## config.mk

```make
export PLATFORM = sky130hd
export DESIGN_NAME = btn_cond_flat
export DESIGN_NICKNAME = d
export VERILOG_FILES = /design/src/rtl/btn_cond_pkg.sv /design/src/rtl/btn_cond_if.sv /design/src/rtl/btn_debounce_ch.sv /design/src/rtl/btn_cond.sv /design/src/flat_wrapper.sv
export SDC_FILE = /design/constraint.sdc
export NUM_CORES = 1
export LEC_CHECK = 0
export BUFFER_PORTS_ARGS = -buffer_cell sky130_fd_sc_hd__buf_2
export CAP_MARGIN = 20
export CORE_MARGIN = 2
export CORE_UTILIZATION = 45
export CTS_CLUSTER_DIAMETER = 50
export DETAILED_ROUTE_END_ITERATION = 10
export GPL_TIMING_DRIVEN = 0
export HOLD_SLACK_MARGIN = 0.03
export SLEW_MARGIN = 0
export SYNTH_ARGS = -nofsm -noshare
export SYNTH_HDL_FRONTEND = slang
export SYNTH_SLANG_ARGS = --single-unit
```

## constraint.sdc

```tcl
create_clock -name clk -period 3.85 [get_ports clk]
set_clock_uncertainty 0.05 [all_clocks]
set_input_delay 0.1925 -clock clk [delete_from_list [all_inputs] [get_ports clk]]
set_output_delay 0.1925 -clock clk [all_outputs]
set_load 0.005 [all_outputs]
```

## src/rtl/btn_cond_pkg.sv

```systemverilog
// Shared types and constants for the three-channel push-button conditioner.
// Build option: BTN_COND_AUTOREPEAT_EN adds periodic repeat presses while a button is held.
package btn_cond_pkg;

  localparam int NUM_BTN = 3;

  // Channel indices into btn_raw / pulse / level; a lower index means higher arbitration priority.
  localparam int BTN_C = 0;
  localparam int BTN_F = 1;
  localparam int BTN_P = 2;

`ifdef BTN_COND_AUTOREPEAT_EN
  localparam bit AUTOREPEAT_EN = 1'b1;
`else
  localparam bit AUTOREPEAT_EN = 1'b0;
`endif

  typedef enum logic [1:0] {
    IDLE       = 2'd0,
    PRESS_WAIT = 2'd1,
    HELD       = 2'd2,
    REL_WAIT   = 2'd3
  } btn_state_e;

  // The counter must reach DEBOUNCE_CYCLES-1. With auto-repeat it must also reach REPEAT_CYCLES-1.
  function automatic int cnt_width(input int debounce_cycles, input int repeat_cycles,
                                   input bit autorepeat);
    int span;
    span = (autorepeat && (repeat_cycles > debounce_cycles)) ? repeat_cycles : debounce_cycles;
    return $clog2(span);
  endfunction

endpackage

```

## src/rtl/btn_cond_if.sv

```systemverilog
// Button-side bundle of the conditioner: raw inputs in, press strobes, levels and busy out.
// The DUT takes the slave modport and the driver takes the master modport.
interface btn_cond_if;
  import btn_cond_pkg::*;

  logic [NUM_BTN-1:0] btn_raw;
  logic [NUM_BTN-1:0] pulse;
  logic [NUM_BTN-1:0] level;
  logic               busy;

  modport master (
    output btn_raw,
    input  pulse,
    input  level,
    input  busy
  );

  modport slave (
    input  btn_raw,
    output pulse,
    output level,
    output busy
  );

endinterface

```

## src/rtl/btn_debounce_ch.sv

```systemverilog
// One button channel: a 2-flop synchroniser and a debounce FSM with a shared counter.
// It raises a one-cycle pend_set when a press is accepted, and on each auto-repeat when BTN_COND_AUTOREPEAT_EN is defined.
module btn_debounce_ch
  import btn_cond_pkg::*;
#(
  parameter int DEBOUNCE_CYCLES = 20,
  parameter int REPEAT_CYCLES   = 500
) (
  input  logic clk,
  input  logic reset,
  input  logic btn_raw,
  output logic level,
  output logic pend_set
);

  localparam int CNT_W = cnt_width(DEBOUNCE_CYCLES, REPEAT_CYCLES, AUTOREPEAT_EN);
  localparam logic [CNT_W-1:0] DEB_LAST = CNT_W'(DEBOUNCE_CYCLES - 1);
`ifdef BTN_COND_AUTOREPEAT_EN
  localparam logic [CNT_W-1:0] REP_LAST = CNT_W'(REPEAT_CYCLES - 1);
`endif

  logic             meta_q,  meta_d;
  logic             sync_q,  sync_d;
  btn_state_e       state_q, state_d;
  logic [CNT_W-1:0] cnt_q,   cnt_d;

  always_comb begin
    // NOTE: every output of this block gets a default first, so no path can infer a latch.
    meta_d   = btn_raw;
    sync_d   = meta_q;
    state_d  = state_q;
    cnt_d    = cnt_q;
    pend_set = 1'b0;

    case (state_q)
      IDLE: begin
        if (sync_q) begin
          state_d = PRESS_WAIT;
          cnt_d   = '0;
        end
      end

      PRESS_WAIT: begin
        if (!sync_q) begin
          state_d = IDLE;
        end else if (cnt_q == DEB_LAST) begin
          state_d  = HELD;
          cnt_d    = '0;
          pend_set = 1'b1;
        end else begin
          cnt_d = cnt_q + CNT_W'(1);
        end
      end

      HELD: begin
        if (!sync_q) begin
          state_d = REL_WAIT;
          cnt_d   = '0;
        end
`ifdef BTN_COND_AUTOREPEAT_EN
        // A held button re-arms its pending bit once per repeat period.
        else if (cnt_q == REP_LAST) begin
          cnt_d    = '0;
          pend_set = 1'b1;
        end else begin
          cnt_d = cnt_q + CNT_W'(1);
        end
`endif
      end

      REL_WAIT: begin
        if (sync_q) begin
          // A bounce during release returns to HELD without a new press.
          state_d = HELD;
          cnt_d   = '0;
        end else if (cnt_q == DEB_LAST) begin
          state_d = IDLE;
          cnt_d   = '0;
        end else begin
          cnt_d = cnt_q + CNT_W'(1);
        end
      end

      default: begin
        state_d = IDLE;
        cnt_d   = '0;
      end
    endcase
  end

  assign level = (state_q == HELD) || (state_q == REL_WAIT);

  // NOTE: sequential state updates use non-blocking assignments, so every flop samples pre-edge values.
  always_ff @(posedge clk) begin
    if (reset) begin
      meta_q  <= 1'b0;
      sync_q  <= 1'b0;
      state_q <= IDLE;
      cnt_q   <= '0;
    end else begin
      meta_q  <= meta_d;
      sync_q  <= sync_d;
      state_q <= state_d;
      cnt_q   <= cnt_d;
    end
  end

endmodule

```

## src/rtl/btn_cond.sv

```systemverilog
// Three-channel button conditioner: per-channel debounce plus a fixed-priority (C > F > P) serialiser.
// It emits at most one registered press pulse per cycle. Auto-repeat is enabled by BTN_COND_AUTOREPEAT_EN.
module btn_cond
  import btn_cond_pkg::*;
#(
  parameter int DEBOUNCE_CYCLES = 20,
  parameter int REPEAT_CYCLES   = 500
) (
  input  logic       clk,
  input  logic       reset,
  btn_cond_if.slave  bus
);

  logic [NUM_BTN-1:0] level_w;
  logic [NUM_BTN-1:0] pend_set;
  logic [NUM_BTN-1:0] grant;
  logic [NUM_BTN-1:0] pending_q, pending_d;
  logic [NUM_BTN-1:0] pulse_q,   pulse_d;

  for (genvar i = 0; i < NUM_BTN; i++) begin : g_ch
    btn_debounce_ch #(
      .DEBOUNCE_CYCLES (DEBOUNCE_CYCLES),
      .REPEAT_CYCLES   (REPEAT_CYCLES)
    ) u_ch (
      .clk      (clk),
      .reset    (reset),
      .btn_raw  (bus.btn_raw[i]),
      .level    (level_w[i]),
      .pend_set (pend_set[i])
    );
  end

  always_comb begin
    grant = '0;
    if (pending_q[BTN_C])      grant[BTN_C] = 1'b1;
    else if (pending_q[BTN_F]) grant[BTN_F] = 1'b1;
    else if (pending_q[BTN_P]) grant[BTN_P] = 1'b1;

    // The set is applied after the clear, so a new press is kept even if its own bit is being granted on this edge.
    pending_d = (pending_q & ~grant) | pend_set;
    pulse_d   = grant;
  end

  always_ff @(posedge clk) begin
    if (reset) begin
      pending_q <= '0;
      pulse_q   <= '0;
    end else begin
      pending_q <= pending_d;
      pulse_q   <= pulse_d;
    end
  end

  assign bus.pulse = pulse_q;
  assign bus.level = level_w;
  assign bus.busy  = |pending_q;

endmodule

```

## src/flat_wrapper.sv

```systemverilog
// flat-port wrapper written by rule: the top's interface ports become plain ports
module btn_cond_flat import btn_cond_pkg::*;
#(
  parameter int DEBOUNCE_CYCLES = 20,
  parameter int REPEAT_CYCLES   = 500
)
  (clk, reset, bus_btn_raw, bus_pulse, bus_level, bus_busy);
  btn_cond_if bus_i ();
  input  logic clk;
  input  logic reset;
  input wire logic [$bits(bus_i.btn_raw)-1:0] bus_btn_raw;
  output wire logic [$bits(bus_i.pulse)-1:0] bus_pulse;
  output wire logic [$bits(bus_i.level)-1:0] bus_level;
  output wire logic [$bits(bus_i.busy)-1:0] bus_busy;
  assign bus_i.btn_raw = bus_btn_raw;
  assign bus_pulse = bus_i.pulse;
  assign bus_level = bus_i.level;
  assign bus_busy = bus_i.busy;
  btn_cond #(.DEBOUNCE_CYCLES(DEBOUNCE_CYCLES), .REPEAT_CYCLES(REPEAT_CYCLES)) u_core (.clk(clk), .reset(reset), .bus(bus_i));
endmodule
```

Yosys cells after proc, flatten, opt, wreduce, memory -nomap -nowiden. Index checks and enable logic that the tools add are counted.

Output and inout port bits: 7. Bits in latches: 0. Memories: 0. Bits in registers: 33. Bits in writable memories: 0. Input bits: 5. Word-level logic and storage cells: 113. Bits in read-only memories: 0.

Multipliers: 0. Shift operators: 0. Multiplexer cells: 53. Add/sub/neg operators: 3. Eq/ne operators: 27. Bitwise logic cells: 3. Divide/modulo/power cells: 0. Reductions and logical operators: 13. Magnitude comparators: 0.

Operators with widths (number): $mux W5 (15); $pmux W5 S4 (3); $mux W2 (19); $pmux W2 S4 (3); $ne A2 B2 Y1 const B (9); $ne A3 B3 Y1 const B (6); $add A5 B1 Y5 const B (3); $eq A5 B5 Y1 const B (3); $mux W1 (13); $eq A2 B2 Y1 const B (6); $reduce_and A4 Y1 (3); $reduce_and A3 Y1 (3); $eq A2 B1 Y1 const B (3); $logic_not A2 Y1 (3); $and A3 B3 Y3 (1); $logic_or A1 B1 Y1 (3); $not A3 Y3 (1); $or A3 B3 Y3 (1); $reduce_or A3 Y1 (1).

Depth between registers and ports, before layout.
Depth in word-level cells: 6. Depth in mapped cells: 5. Mapped depth without buffers: 5.

Modules after synthesis. A second synthesis with hierarchy kept.

Cell total of the unflattened synthesis: 190. Area total of the unflattened synthesis: 1679.1 sq um.

Modules (own cells, without submodules): btn_debounce_ch (u_core.g_ch[0].u_ch ...) (times used 2, cells an instance 55, sequential area each 180.2 sq um, area an instance 480.5 sq um); btn_debounce_ch (u_core.g_ch[2].u_ch) (times used 1, cells an instance 64, sequential area each 180.2 sq um, area an instance 540.5 sq um); btn_cond (times used 1, cells an instance 16, sequential area each 120.1 sq um, area an instance 177.7 sq um).

Worst setup path after synthesis. Ideal clock, no wire load.

Path kind: reg2reg. Start point: register u_core.g_ch[0].u_ch.cnt_q[0]. End point: register u_core.g_ch[0].u_ch.cnt_q[4]. Required time: 3.726 ns. Arrival time: 1.446 ns. Library setup time: 0.074 ns. Period minus slack after synthesis: 1.570 ns. Path buffers: 0. Stages on the path, launching flop included: 6. Slack: 2.280 ns. Path through: dfxtp_1 > ha_1 > and4bb_2 > nor4b_2 > a41oi_1 > a31oi_1.

Word-level cells in the longest chain between the ends: 4. Elaborated cells on any way between the ends: 6. Those cells by class: add/sub (1); eq/ne (1); mux (4).

Ends and longest elaborated chain: start, declared (line btn_debounce_ch.sv:25) `logic [CNT_W-1:0] cnt_q, cnt_d;`; start signal, assigned (line btn_debounce_ch.sv:104) `cnt_q <= cnt_d;`; $add A5 B1 Y5 or $eq A5 B5 Y1 (tied branches); $mux W5 * (line btn_debounce_ch.sv:46, btn_debounce_ch.sv:76); $mux W5, on equally long branches (line btn_debounce_ch.sv:72, btn_debounce_ch.sv:44); $pmux W5 S4 * (line btn_debounce_ch.sv:35) `case (state_q)`.

Every way passes the cells marked *; elsewhere a longest branch is shown, timed or not. The select of a mux whose other input is x is not followed. A chain may end at the register's enable or synchronous reset.

Worst setup path in the final report. Ends and elaborated chain as after synthesis.

==> impl_metrics.csv <==
group,metric,value,unit
status,outcome,"complete, no violations",
clocking,cts_max_level,2,
timing,slew_violations,0,
floorplanning,core,3310,µm²
placed_design,dpl.hpwl,2100,µm
synthesis,ys_seq_area_share,43.1,%
worst_setup_path,crit_fanout,6,
final_layout,num-nets-final,207,
power,p_sw_share,22.9,%
synthesis,synth-edff-count,0,
floorplanning,dieArea,3890,µm²
global_route,grt_max_degree,11,
clocking,cts_made_buffers,5,
final_layout,final_layout_size_suffix_gt1_share,13.6,%
global_route,grt_first_pass_wirelength,5240,µm
synthesis,ys_ff_latch,33,
synthesis,ys_async_sr_fraction,0,%
timing,timing.fmax,0.557,GHz
worst_setup_path,crit_arrival,2020,ps
worst_setup_path,r2r_end,"u_core.g_ch[0].u_ch.cnt_q[4]$_SDFFE_PP0P_",
global_route,grt_use_total,17.2,%
detailed_routing,dr.pass1.iters,5,
detailed_routing,vias,1287,
placed_design,port_buffers,11,
timing,rsz0062_at_grt,"no",
floorplanning,initial_core_util,46.3,%
synthesis,syn_area,1530,µm²
power,p_leak,0.628,nW
final_layout,synthToLayoutAreaGrowth,12.9,%
clocking,clk_pin_slew,100,ps
synthesis,yosysUniqueCellTypes,48,
floorplanning,ios,12,
timing,final.period_utilization,46.7,%
timing,relSlewSlack,64.6,%
floorplanning,die_h,62.3,µm
worst_setup_path,crit_type,"register to register",
synthesis,synth_most_common_cell,"dfxtp_1",
clocking,post-cts-setup-buffers,0,
power,power.density,331,nW/µm²
synthesis,netlist_instances,178,
detailed_routing,finalWirelength,2910,µm
final_layout,final_area,1730,µm²
placed_design,post-place-ws,2070,ps
timing,hold_viol,0,
power,p_int,0.442,mW
detailed_routing,wl_per_cell,11.9,µm
timing,worstMarginPinSlew,532,ps
worst_setup_path,cp-end-kind,"register",
power,seqPwrFrac,60.8,%
clocking,cts.sinks,33,
synthesis,ys_top_cells_by_count,"dfxtp_1, nand2_1, nor2_1",
power,p_clk_share,34.8,%
worst_setup_path,rr_worst_depth,5,
clocking,cts_tree,"built",
synthesis,synth.net_count,186,
final_layout,insertedDiodeCount,0,
power,switchingPower,0.131,mW
timing,finalWorstSetupSlack,2050,ps
timing,setup_viol,0,
detailed_routing,final_antenna_net_count,0,
synthesis,synth-main-ff-cell,"dfxtp_1",
min_path,hp-class,"input port to register",
placed_design,gp_congestion,0.809,
worst_setup_path,cp-startpoint,"u_core.g_ch[0].u_ch.cnt_q[0]$_SDFFE_PP0P_",
worst_setup_path,critical_path_required,4070,ps
synthesis,yosysTopAreaCell,"dfxtp_1",
synthesis,yosys_warnings,0,
power,vdd_drop_max,0.220,mV
synthesis,synth_top_area_share,43.1,%
worst_setup_path,worstReg2RegStart,"u_core.g_ch[0].u_ch.cnt_q[0]$_SDFFE_PP0P_",
timing,hold-worst-slack,137,ps
synthesis,ys_top_cells_by_area,"dfxtp_1, nor2b_1, nand2_1",
detailed_routing,drc,0,
floorplanning,die_x,62.3,µm
global_route,grt-ovfl-total,0,
synthesis,avgSynthCellArea,8.60,µm²
flow_run,max_cap_violations,0,
timing,fin_setup_tns,0,ps
clocking,clkLatencyLatePin,340,ps
timing,min_period,1800,ps
detailed_routing,drt_iter0_drc,93,
worst_setup_path,cp-start-kind,"register",
clocking,cts_resized,0,
power,comb_power_share,4.3,%
global_route,grt_pass1_vias,1276,
floorplanning,row_count,21,
clocking,cts_root_buf,"clkbuf_4",
detailed_routing,viasPerCell,5.25,
clocking,clock_path_buffers,2,
global_route,grt_antenna_before_repair,0,
worst_setup_path,rrSetupSlack,2050,ps
final_layout,post-route-util,52.2,%
placed_design,placed_cell_area,1640,µm²
worst_setup_path,critPathCapture,"u_core.g_ch[0].u_ch.cnt_q[4]$_SDFFE_PP0P_",
## registers in the layout (all words and copies together), names as in the netlist, named ones only
name,cells
u_core.g_ch.u_ch.cnt_q,15
u_core.bus.pulse,3
u_core.g_ch.u_ch.meta_q,3
u_core.g_ch.u_ch.state_q,3
u_core.g_ch.u_ch.sync_q,3
u_core.pending_q,3
## worst min path at each step
| stage | from | to | slack (ps) | depth (start not counted) |
|---|---|---|---|---|
| 3_3_place_gp | bus_btn_raw[2] | u_core.g_ch[2].u_ch.meta_q$_SDFF_PP0_ | 360 | 2 |
| 5_1_grt | reset | u_core.g_ch[0].u_ch.cnt_q[3]$_SDFFE_PP0P_ | 140 | 4 |
| 4_1_cts | reset | u_core.g_ch[0].u_ch.cnt_q[3]$_SDFFE_PP0P_ | 130 | 4 |
| 3_5_place_dp | bus_btn_raw[1] | u_core.g_ch[1].u_ch.meta_q$_SDFF_PP0_ | 350 | 2 |
| 6_report | reset | u_core.g_ch[0].u_ch.cnt_q[3]$_SDFFE_PP0P_ | 140 | 4 |
| 2_1_floorplan | bus_btn_raw[0] | u_core.g_ch[0].u_ch.meta_q$_SDFF_PP0_ | 270 | 1 |
## metrics by stage
step	power, mW	std cells
4_1_cts	0.580	245
3_3_place_gp	0.379	235
5_1_grt	0.600	245
6_report	0.573	245
2_1_floorplan	0.372	178
3_5_place_dp	0.379	235
## final cells by class
cell class,instances,area [µm²]
well taps,46,57.6
inverters,7,26.3
flip-flops and latches,33,661
clock buffers,7,55.1
plain buffers,12,56.3
fillers,349,1580
repair buffers,14,85.1
multi-input cells,126,788
## layout by cell type (no fill, tap or decap), drive strengths merged, types with 3 or more instances in the layout
master        n
dfxtp        33
nor2         16
nand2        16
buf          15
clkbuf       15
a21oi        11
nor2b        11
o21ai         9
inv           7
nand3         7
xnor2         4
nor4b         4
nor3          3
nand2b        3
ha            3
dlygate4sd3   3
## logic make-up after synthesis
| logic type | count (synthesis) | synth area share, % |
|---|---|---|
| buf+inv | 19 | 5.39 |
| xor+xnor | 4 | 2.29 |
| mux | 2 | 1.31 |
| simple gates | 76 | 27.7 |
| flops | 33 | 43.1 |
| fa+ha+maj | 3 | 2.45 |
| compound gates | 41 | 17.7 |
## metal layers
layer  part of all wire [%]  global-route usage (%)  vias up
met2                     47                    28.4       19
met3                    3.5                    4.53        7
met1                     47                    20.2      589
met5                      0                       0        -
li1                       -                       -      672
met4                    2.4                    10.0        0
## power groups by stage
stage | Sequential [mW] | Clock [mW] | Combinational, mW
floorplan | 0.356 | 0 | 0.0161
global placement | 0.356 | 0 | 0.0222
detailed placement | 0.356 | 0 | 0.0227
CTS | 0.349 | 0.207 | 0.0250
global route | 0.350 | 0.222 | 0.0285
finish | 0.349 | 0.200 | 0.0248
## worst max-delay path: stages, from the launching register on
cell      delay (ps)
dfxtp_1          370
ha_1             260
and4bb_2         290
nor4b_2          450
a41oi_1          170
a31oi_1          150
## timing repair
action | CTS | global route
setup endpoints to repair | 0 | 0
endpoints found under the hold margin | 3 | 0
hold buffers | 3 | 0
No activity file was read; power rests on OpenSTA's default activity.
